<file path="src/rtl/denise_bpl_shifter.sv">
// denise_bpl_shifter: Denise bitplane serializer.
// Holds BPLxDAT words, parallel-loads them into per-plane shift registers,
// serializes at lores/hires/shres rate and delays each playfield by BPLCON1.
// Optional feature macro: DENISE_SHRES_EN (super-hires rate, 64-bit delay line).
module denise_bpl_shifter (
    input  logic        clk,
    input  logic        reset,
    input  logic        sol,
    input  logic        hires,
    input  logic        shres,
    input  logic [3:0]  bpu,
    input  logic [7:0]  bplcon1,
    input  logic [15:0] data_in,
    input  logic [8:1]  bpldat_wr,
    output logic [8:1]  bpldata
);

`ifdef DENISE_SHRES_EN
    localparam int unsigned DLW = 64;
`else
    localparam int unsigned DLW = 32;
`endif
    localparam int unsigned IW = $clog2(DLW);

    typedef enum logic {
        IDLE,
        ARMED
    } state_t;

    state_t         state, state_nxt;
    logic [1:0]     ph;
    logic           shres_m;
    logic           se;
    logic           load;
    logic [15:0]    hold  [1:8];
    logic [15:0]    shift [1:8];
    logic [DLW-1:0] dl    [1:8];
    logic [3:0]     scr   [1:8];
    logic [5:0]     dly   [1:8];
    logic [IW-1:0]  tap   [1:8];
    logic [8:1]     pix;

`ifdef DENISE_SHRES_EN
    assign shres_m = shres;
`else
    logic unused_shres;
    assign unused_shres = shres;
    assign shres_m      = 1'b0;
`endif

    // Shift enable derived from the free-running pixel phase
    always_comb begin
        if (shres_m)    se = 1'b1;
        else if (hires) se = ph[0];
        else            se = (ph == 2'd3);
    end

    // Phase counter and load FSM state register
    always_ff @(posedge clk or posedge reset) begin
        if (reset) begin
            ph    <= '0;
            state <= IDLE;
        end else begin
            ph    <= sol ? 2'd0 : ph + 2'd1;
            state <= state_nxt;
        end
    end

    // Load FSM: the load clk is the ARMED exit on se with ph==3, so the
    // transfer and the last-bit shift of the previous word share one edge
    always_comb begin
        state_nxt = state;
        load      = 1'b0;
        if (sol) begin
            state_nxt = bpldat_wr[1] ? ARMED : IDLE;
        end else begin
            case (state)
                IDLE: begin
                    if (bpldat_wr[1]) state_nxt = ARMED;
                end
                ARMED: begin
                    if (se && (ph == 2'd3)) begin
                        load      = 1'b1;
                        state_nxt = bpldat_wr[1] ? ARMED : IDLE;
                    end
                end
                default: state_nxt = IDLE;
            endcase
        end
    end

    // Holding registers written from the custom bus; sol leaves them intact
    always_ff @(posedge clk or posedge reset) begin
        if (reset) begin
            for (int unsigned n = 1; n <= 8; n++) hold[n] <= '0;
        end else begin
            for (int unsigned n = 1; n <= 8; n++) begin
                if (bpldat_wr[n]) hold[n] <= data_in;
            end
        end
    end

    // Per-plane scroll delay in se periods and its delay-line tap
    always_comb begin
        for (int unsigned n = 1; n <= 8; n++) begin
            scr[n] = ((n % 2) == 1) ? bplcon1[3:0] : bplcon1[7:4];
            if (shres_m)    dly[n] = {scr[n], 2'b00};
            else if (hires) dly[n] = {1'b0, scr[n], 1'b0};
            else            dly[n] = {2'b00, scr[n]};
            tap[n] = IW'(dly[n] - 6'd1);
        end
    end

    // Next pixel vector: undelayed MSB or delay-line tap, planes above bpu masked
    always_comb begin
        pix = '0;
        for (int unsigned n = 1; n <= 8; n++) begin
            if (n <= 32'(bpu)) begin
                pix[n] = (dly[n] == 6'd0) ? shift[n][15] : dl[n][tap[n]];
            end
        end
    end

    // Shift registers, delay lines and registered output, advanced on se
    always_ff @(posedge clk or posedge reset) begin
        if (reset) begin
            for (int unsigned n = 1; n <= 8; n++) begin
                shift[n] <= '0;
                dl[n]    <= '0;
            end
            bpldata <= '0;
        end else if (sol) begin
            for (int unsigned n = 1; n <= 8; n++) begin
                shift[n] <= '0;
                dl[n]    <= '0;
            end
            bpldata <= '0;
        end else if (se) begin
            for (int unsigned n = 1; n <= 8; n++) begin
                shift[n] <= load ? hold[n] : {shift[n][14:0], 1'b0};
                dl[n]    <= {dl[n][DLW-2:0], shift[n][15]};
            end
            bpldata <= pix;
        end
    end

endmodule
</file>
<file path="config.mk">
export PLATFORM = sky130hd
export DESIGN_NAME = denise_bpl_shifter
export DESIGN_NICKNAME = d
export VERILOG_FILES = /design/src/rtl/denise_bpl_shifter.sv
export SDC_FILE = /design/constraint.sdc
export NUM_CORES = 1
export LEC_CHECK = 0
export BUFFER_PORTS_ARGS = -buffer_cell sky130_fd_sc_hd__buf_2
export CAP_MARGIN = 25
export CORE_UTILIZATION = 40
export CTS_BUF_LIST = sky130_fd_sc_hd__clkbuf_16
export CTS_CLUSTER_DIAMETER = 200
export DETAILED_ROUTE_END_ITERATION = 7
export PLACE_DENSITY = 0.59
export RECOVER_POWER = 25
export SKIP_CTS_REPAIR_TIMING = 1
export SLEW_MARGIN = 5
export SYNTH_ARGS = -nofsm -noshare
export SYNTH_HDL_FRONTEND = slang
export SYNTH_SLANG_ARGS = --single-unit
</file>
<file path="constraint.sdc">
create_clock -name clk -period 27.2 [get_ports clk]
set_input_delay 5.44 -clock clk [delete_from_list [all_inputs] [get_ports clk]]
set_output_delay 5.44 -clock clk [all_outputs]
set_load 0.02 [all_outputs]
</file>
# Yosys cells after proc, flatten, opt, wreduce, memory -nomap -nowiden
# Cells that the tools add are included.
# word_totals
inputBits	41
wordCells	103
reg_bits	523
out_inout_bits	8
# op_classes
muxes	57
addsub	3
reduce_logical	4
eq_ne	1
magnitude_cmp	10
bitwise_logic	1
# op_table
op	n
$mux 256	2
$mux 128	2
$mux 16	8
$bmux 1 s5	8
$mux 1	31
$le 3x4->1 const A	4
$mux 8	2
$logic_not 6->1	2
$lt 5x6->1 const B	2
$mux 5	2
$sub 5x1->5 const B	2
$le 2x4->1 const A	2
$le 1x4->1 const A	1
$le 4x4->1 const A	1
$add 2x1->2 const B	1
$eq 2x2->1 const B	1
$mux 2	1
$pmux 1 s2	1
$reduce_bool 2->1	1
$logic_and 1x1->1	1
$not 1->1	1

# Depth between registers and ports, before layout
# logic_depth
depth_word	9
depth_mapped	10
ltp_nobuf	7

# Worst setup path after synthesis
# Ideal clock, no wire load.
# synth_path
path_type	input to register
startpoint	input bplcon1[1]
endpoint	register bpldata[5] (netlist name)
path_slack_ns	20.065
setup_time_ns	0.103
path_stages	8
t_arrival_ns	7.031
required_time_ns	27.097
path_buffers	2
path_cell_list	buf_6 -> or2_1 -> a221o_2 -> buf_6 -> mux2i_1 -> a221oi_2 -> nor3_1 -> o41ai_2
# synth_between
elab_chain_len	8
word_cells_on_any_way	9
classes_between	1 x add/sub; 7 x mux; 1 x reduce/logical
# synth_rtl
item	line_no	text
start: declaration	12	input logic [7:0] bplcon1,
$mux 5 (*)	108	else if (hires) dly[n] = {1'b0, scr[n], 1'b0};
$sub 5x1->5	110	tap[n] = IW'(dly[n] - 6'd1);
$bmux 1 s5	119	pix[n] = (dly[n] == 6'd0) ? shift[n][15] : dl[n][tap[n]];
$mux 1 (not written as such)	119	
$mux 1 (*)	119	
$mux 1 (*)	118	if (n <= 32'(bpu)) begin
$mux 8 (*)	138	end else if (se) begin
$mux 8 (*)	132	end else if (sol) begin
end signal: assignment	143	bpldata <= pix;
end: declaration	15	output logic [8:1] bpldata
# Every way passes the cells marked *; elsewhere a longest branch is shown, timed or not. The select of a mux whose other input is x is not followed.
# A chain may end at the register's enable or synchronous reset.

# Final worst setup path
# layout_path
startpoint	input sol
endpoint	register bpldata[2] (netlist name)
# layout_between
elab_chain_len	1
word_cells_on_any_way	2
classes_between	1 x mux; 1 x reduce/logical
# layout_rtl
item	line_no	text
start: declaration	8	input logic sol,
$mux 8 / $reduce_bool 2->1 (equally long branches)	--	
# Several ways; a longest one is shown, not always the timed one.

==> impl_metrics.env <==
export IMPL_nFillCells=5566
export IMPL_die_width_um=247
export IMPL_grt_pass1_wl_um=96600
export IMPL_required_ns=27.70
export IMPL_hpwl_um=33000
export IMPL_fin_area_um2=26500
export IMPL_cp_slowest_cell="clkbuf_1"
export IMPL_ir_drop_mv=0.0550
export IMPL_rows=89
export IMPL_seq_area_frac_synth_pct=54.5
export IMPL_synth_edf_count=0
export IMPL_violations="design-rule violations, max-capacitance violations, max-slew violations"
export IMPL_drv_slew=419
export IMPL_hp_class="reg2reg"
export IMPL_cts_num_sinks=523
export IMPL_crit_fanout=106
export IMPL_num_antenna_cells=0
export IMPL_clkPwrFrac_pct=44.4
export IMPL_coreArea_um2=59100
export IMPL_slew_limit_headroom_pct=-269
export IMPL_fin_cells=3247
export IMPL_end_kind="flop"
export IMPL_gr_usage_all_layers_pct=19.6
export IMPL_port_buffers=47
export IMPL_final_antenna_net_count=0
export IMPL_slowest_delay_ns=3.28
export IMPL_p_per_area_nw_per_um2=68.1
export IMPL_syn_nets=2544
export IMPL_wl_per_cell_um=18.2
export IMPL_clock_root_buffer="clkbuf_16"
export IMPL_dieArea_um2=61000
export IMPL_setup_violations_final=0
export IMPL_internal_power_mw=1.35
export IMPL_final_hold_violation_count=0
export IMPL_crit_chain="clkbuf_1 -> clkbuf_1 -> nor2_2 -> buf_8 -> a32o_1"
export IMPL_crit_arrival_ns=12.68
export IMPL_rsz0062_at_grt="false"
export IMPL_avgSynthCellArea_um2=9.60
export IMPL_seqCellArea_um2=13100
export IMPL_grt_overflow_total=0
export IMPL_syn_inst=2502
export IMPL_start_kind="input port"
export IMPL_pwr_share_seq_pct=46.1
export IMPL_period_needed_ns=12.17
export IMPL_tns_ns=0
export IMPL_p_sw_share_pct=25.5
export IMPL_clk_pin_slew_ns=0.06
export IMPL_cp_top_family="buffers and inverters"
export IMPL_die_h_um=247
export IMPL_synthToLayoutAreaGrowth_pct=10.5
export IMPL_vias=18171
export IMPL_path_common_cell="clkbuf_1"
export IMPL_synthFlopType="dfrtp_1"
export IMPL_drive_gt1_share_pct=13.4
export IMPL_fmax_mhz=82.1
export IMPL_dp_cells=3137
export IMPL_post_route_period_util_pct=44.8
export IMPL_clock_latency_ns=0.62
export IMPL_path_buf_inv=3
export IMPL_leakagePower_nw=10.7
export IMPL_drc=4
export IMPL_cts_buffers=57
export IMPL_status="complete, but fails checks"
export IMPL_skew_ns=0.0215
export IMPL_multiInputGateArea_um2=9980
export IMPL_ys_ff_latch=523
export IMPL_syn_area_um2=24000
export IMPL_place_area_um2=24600
export IMPL_first_iter_violations=1676
export IMPL_comb_power_share_pct=9.5
export IMPL_tritoncts="built"
export IMPL_dr_pass1_iters=8
export IMPL_antenna_found_initial=7
export IMPL_wl_um=59200
export IMPL_async_flop_share_pct=100
export IMPL_switchingPower_mw=0.460
export IMPL_cts_max_level=2
export IMPL_worst_setup_path_type="in2reg"
export IMPL_tightest_slew_ns=5.54
export IMPL_drv_cap=5
export IMPL_clock_path_buffers=3
export IMPL_via_per_inst=5.60
export IMPL_yosys_warnings=0
export IMPL_ios=49
export IMPL_fin_nets=2467
export IMPL_grt_max_degree=269
export IMPL_routabilityCongestion=0.807
export IMPL_grt_pass1_vias=17833
export IMPL_synth_cell_types=71
export IMPL_start_util_pct=40.6
==> cells in the mapped netlist, types with 3 or more instances <==
| library cell | count | area, um2 |
|---|---|---|
| o211ai_1 | 22 | 165 |
| mux2_2 | 150 | 1690 |
| buf_1 | 12 | 45.0 |
| o22ai_1 | 16 | 100 |
| a311oi_1 | 120 | 1050 |
| a211oi_1 | 3 | 22.5 |
| o221a_2 | 4 | 45.0 |
| nor2b_1 | 6 | 37.5 |
| buf_4 | 9 | 67.6 |
| mux2i_1 | 52 | 521 |
| a2bb2oi_1 | 8 | 70.1 |
| a31oi_1 | 7 | 43.8 |
| o221ai_1 | 36 | 315 |
| a32o_1 | 3 | 30.0 |
| o21ai_1 | 6 | 30.0 |
| clkbuf_1 | 129 | 484 |
| a21oi_1 | 269 | 1350 |
| a22oi_1 | 5 | 37.5 |
| a221oi_2 | 3 | 45.0 |
| buf_6 | 9 | 101 |
| nor3_1 | 9 | 45.0 |
| nand3_1 | 4 | 20.0 |
| o21a_1 | 5 | 37.5 |
| a22o_1 | 11 | 96.3 |
| inv_1 | 6 | 22.5 |
| nand2b_1 | 4 | 25.0 |
| nor2_1 | 142 | 533 |
| nand3b_1 | 3 | 22.5 |
| nand2_1 | 808 | 3030 |
| buf_2 | 51 | 255 |
| or2_1 | 3 | 18.8 |
| dfrtp_1 | 523 | 13100 |
| o21ai_0 | 17 | 85.1 |
==> per-stage QoR <==
stage / hold WS [ns] / util [%] / setup slack [ns] / total power, mW
after floorplan: 0.454 / - / 7.15 / 0.970
after global placement: 0.472 / 41.5 / 18.40 / 1.01
after detailed placement: 0.486 / 41.6 / 18.35 / 1.02
after CTS: 0.495 / 44.8 / 18.99 / 1.83
after global routing: 0.514 / 44.9 / 14.03 / 1.88
final: 0.490 / 44.9 / 15.03 / 1.81
==> state kept, by name, indices dropped and copies added (netlist names) <==
register,flops
dl,256
ph,2
bpldata,8
state,1
shift,128
hold,128
==> layout make-up <==
cell class	count	share of cell area, %
clock buffers	59	5.57
clock inverters	49	1.76
inverters	7	0.104
multi-input cells	1762	37.6
flip-flops and latches	523	49.3
well taps	773	3.65
repair buffers	74	1.96
==> logic make-up (layout without fill, tap and decap cells) <==
logic type               count (synthesis)  count (layout)  synth area share [%]
AND/OR/NAND/NOR                        992             992                  16.0
AO/OA/AOI/OAI                          562             562                  15.9
flip-flops                             523             523                  54.5
buffers and inverters                  217             189                  4.08
multiplexers                           205             205                  9.38
XOR/XNOR                                 2               2                0.0730
adder cells (fa/ha/maj)                  1               1                0.0521
==> power groups by stage <==
stage / Clock (mW) / Sequential, mW / Combinational (mW)
final: 0.803 / 0.832 / 0.172
after global routing: 0.854 / 0.836 / 0.191
after CTS: 0.825 / 0.832 / 0.173
after detailed placement: 0 / 0.846 / 0.172
after global placement: 0 / 0.844 / 0.168
after floorplan: 0 / 0.842 / 0.128
==> worst paths after layout <==
path,end,cells after the start,start,slack (ns)
max,bpldata[2]$_DFFE_PP0P_,5,sol,15.03
min,shift[16]$_DFFE_PP0P_,1,hold[16]$_DFFE_PP0P_,0.49
max reg2reg,bpldata[7]$_DFFE_PP0P_,8,ph[0]$_DFF_PP0_,23.95
min reg2reg,shift[16]$_DFFE_PP0P_,1,hold[16]$_DFFE_PP0P_,0.49
max in group asynchronous,bpldata[8]$_DFFE_PP0P_,4,reset,15.53
min in group asynchronous,dl[202]$_DFFE_PP0P_,2,reset,6.46
==> layer usage <==
| metal | global-route usage [%] | routed length, um |
|---|---|---|
| met1 | 27.2 | 26700 |
| met2 | 31.1 | 27600 |
| met5 | 0 | 82 |
| met3 | 3.58 | 3410 |
| met4 | 5.70 | 1350 |
==> placed cells by master, fill, tap and decap left out, types with 22 or more instances in the layout <==
cell / instances
a21oi_1: 269
a311oi_1: 120
buf_2: 38
clkbuf_16: 59
dfrtp_1: 523
mux2_2: 149
mux2i_1: 51
nand2_1: 808
nor2_1: 141
o211ai_1: 22
o221ai_1: 36
Note: power is estimated with default switching activity, not from simulation.
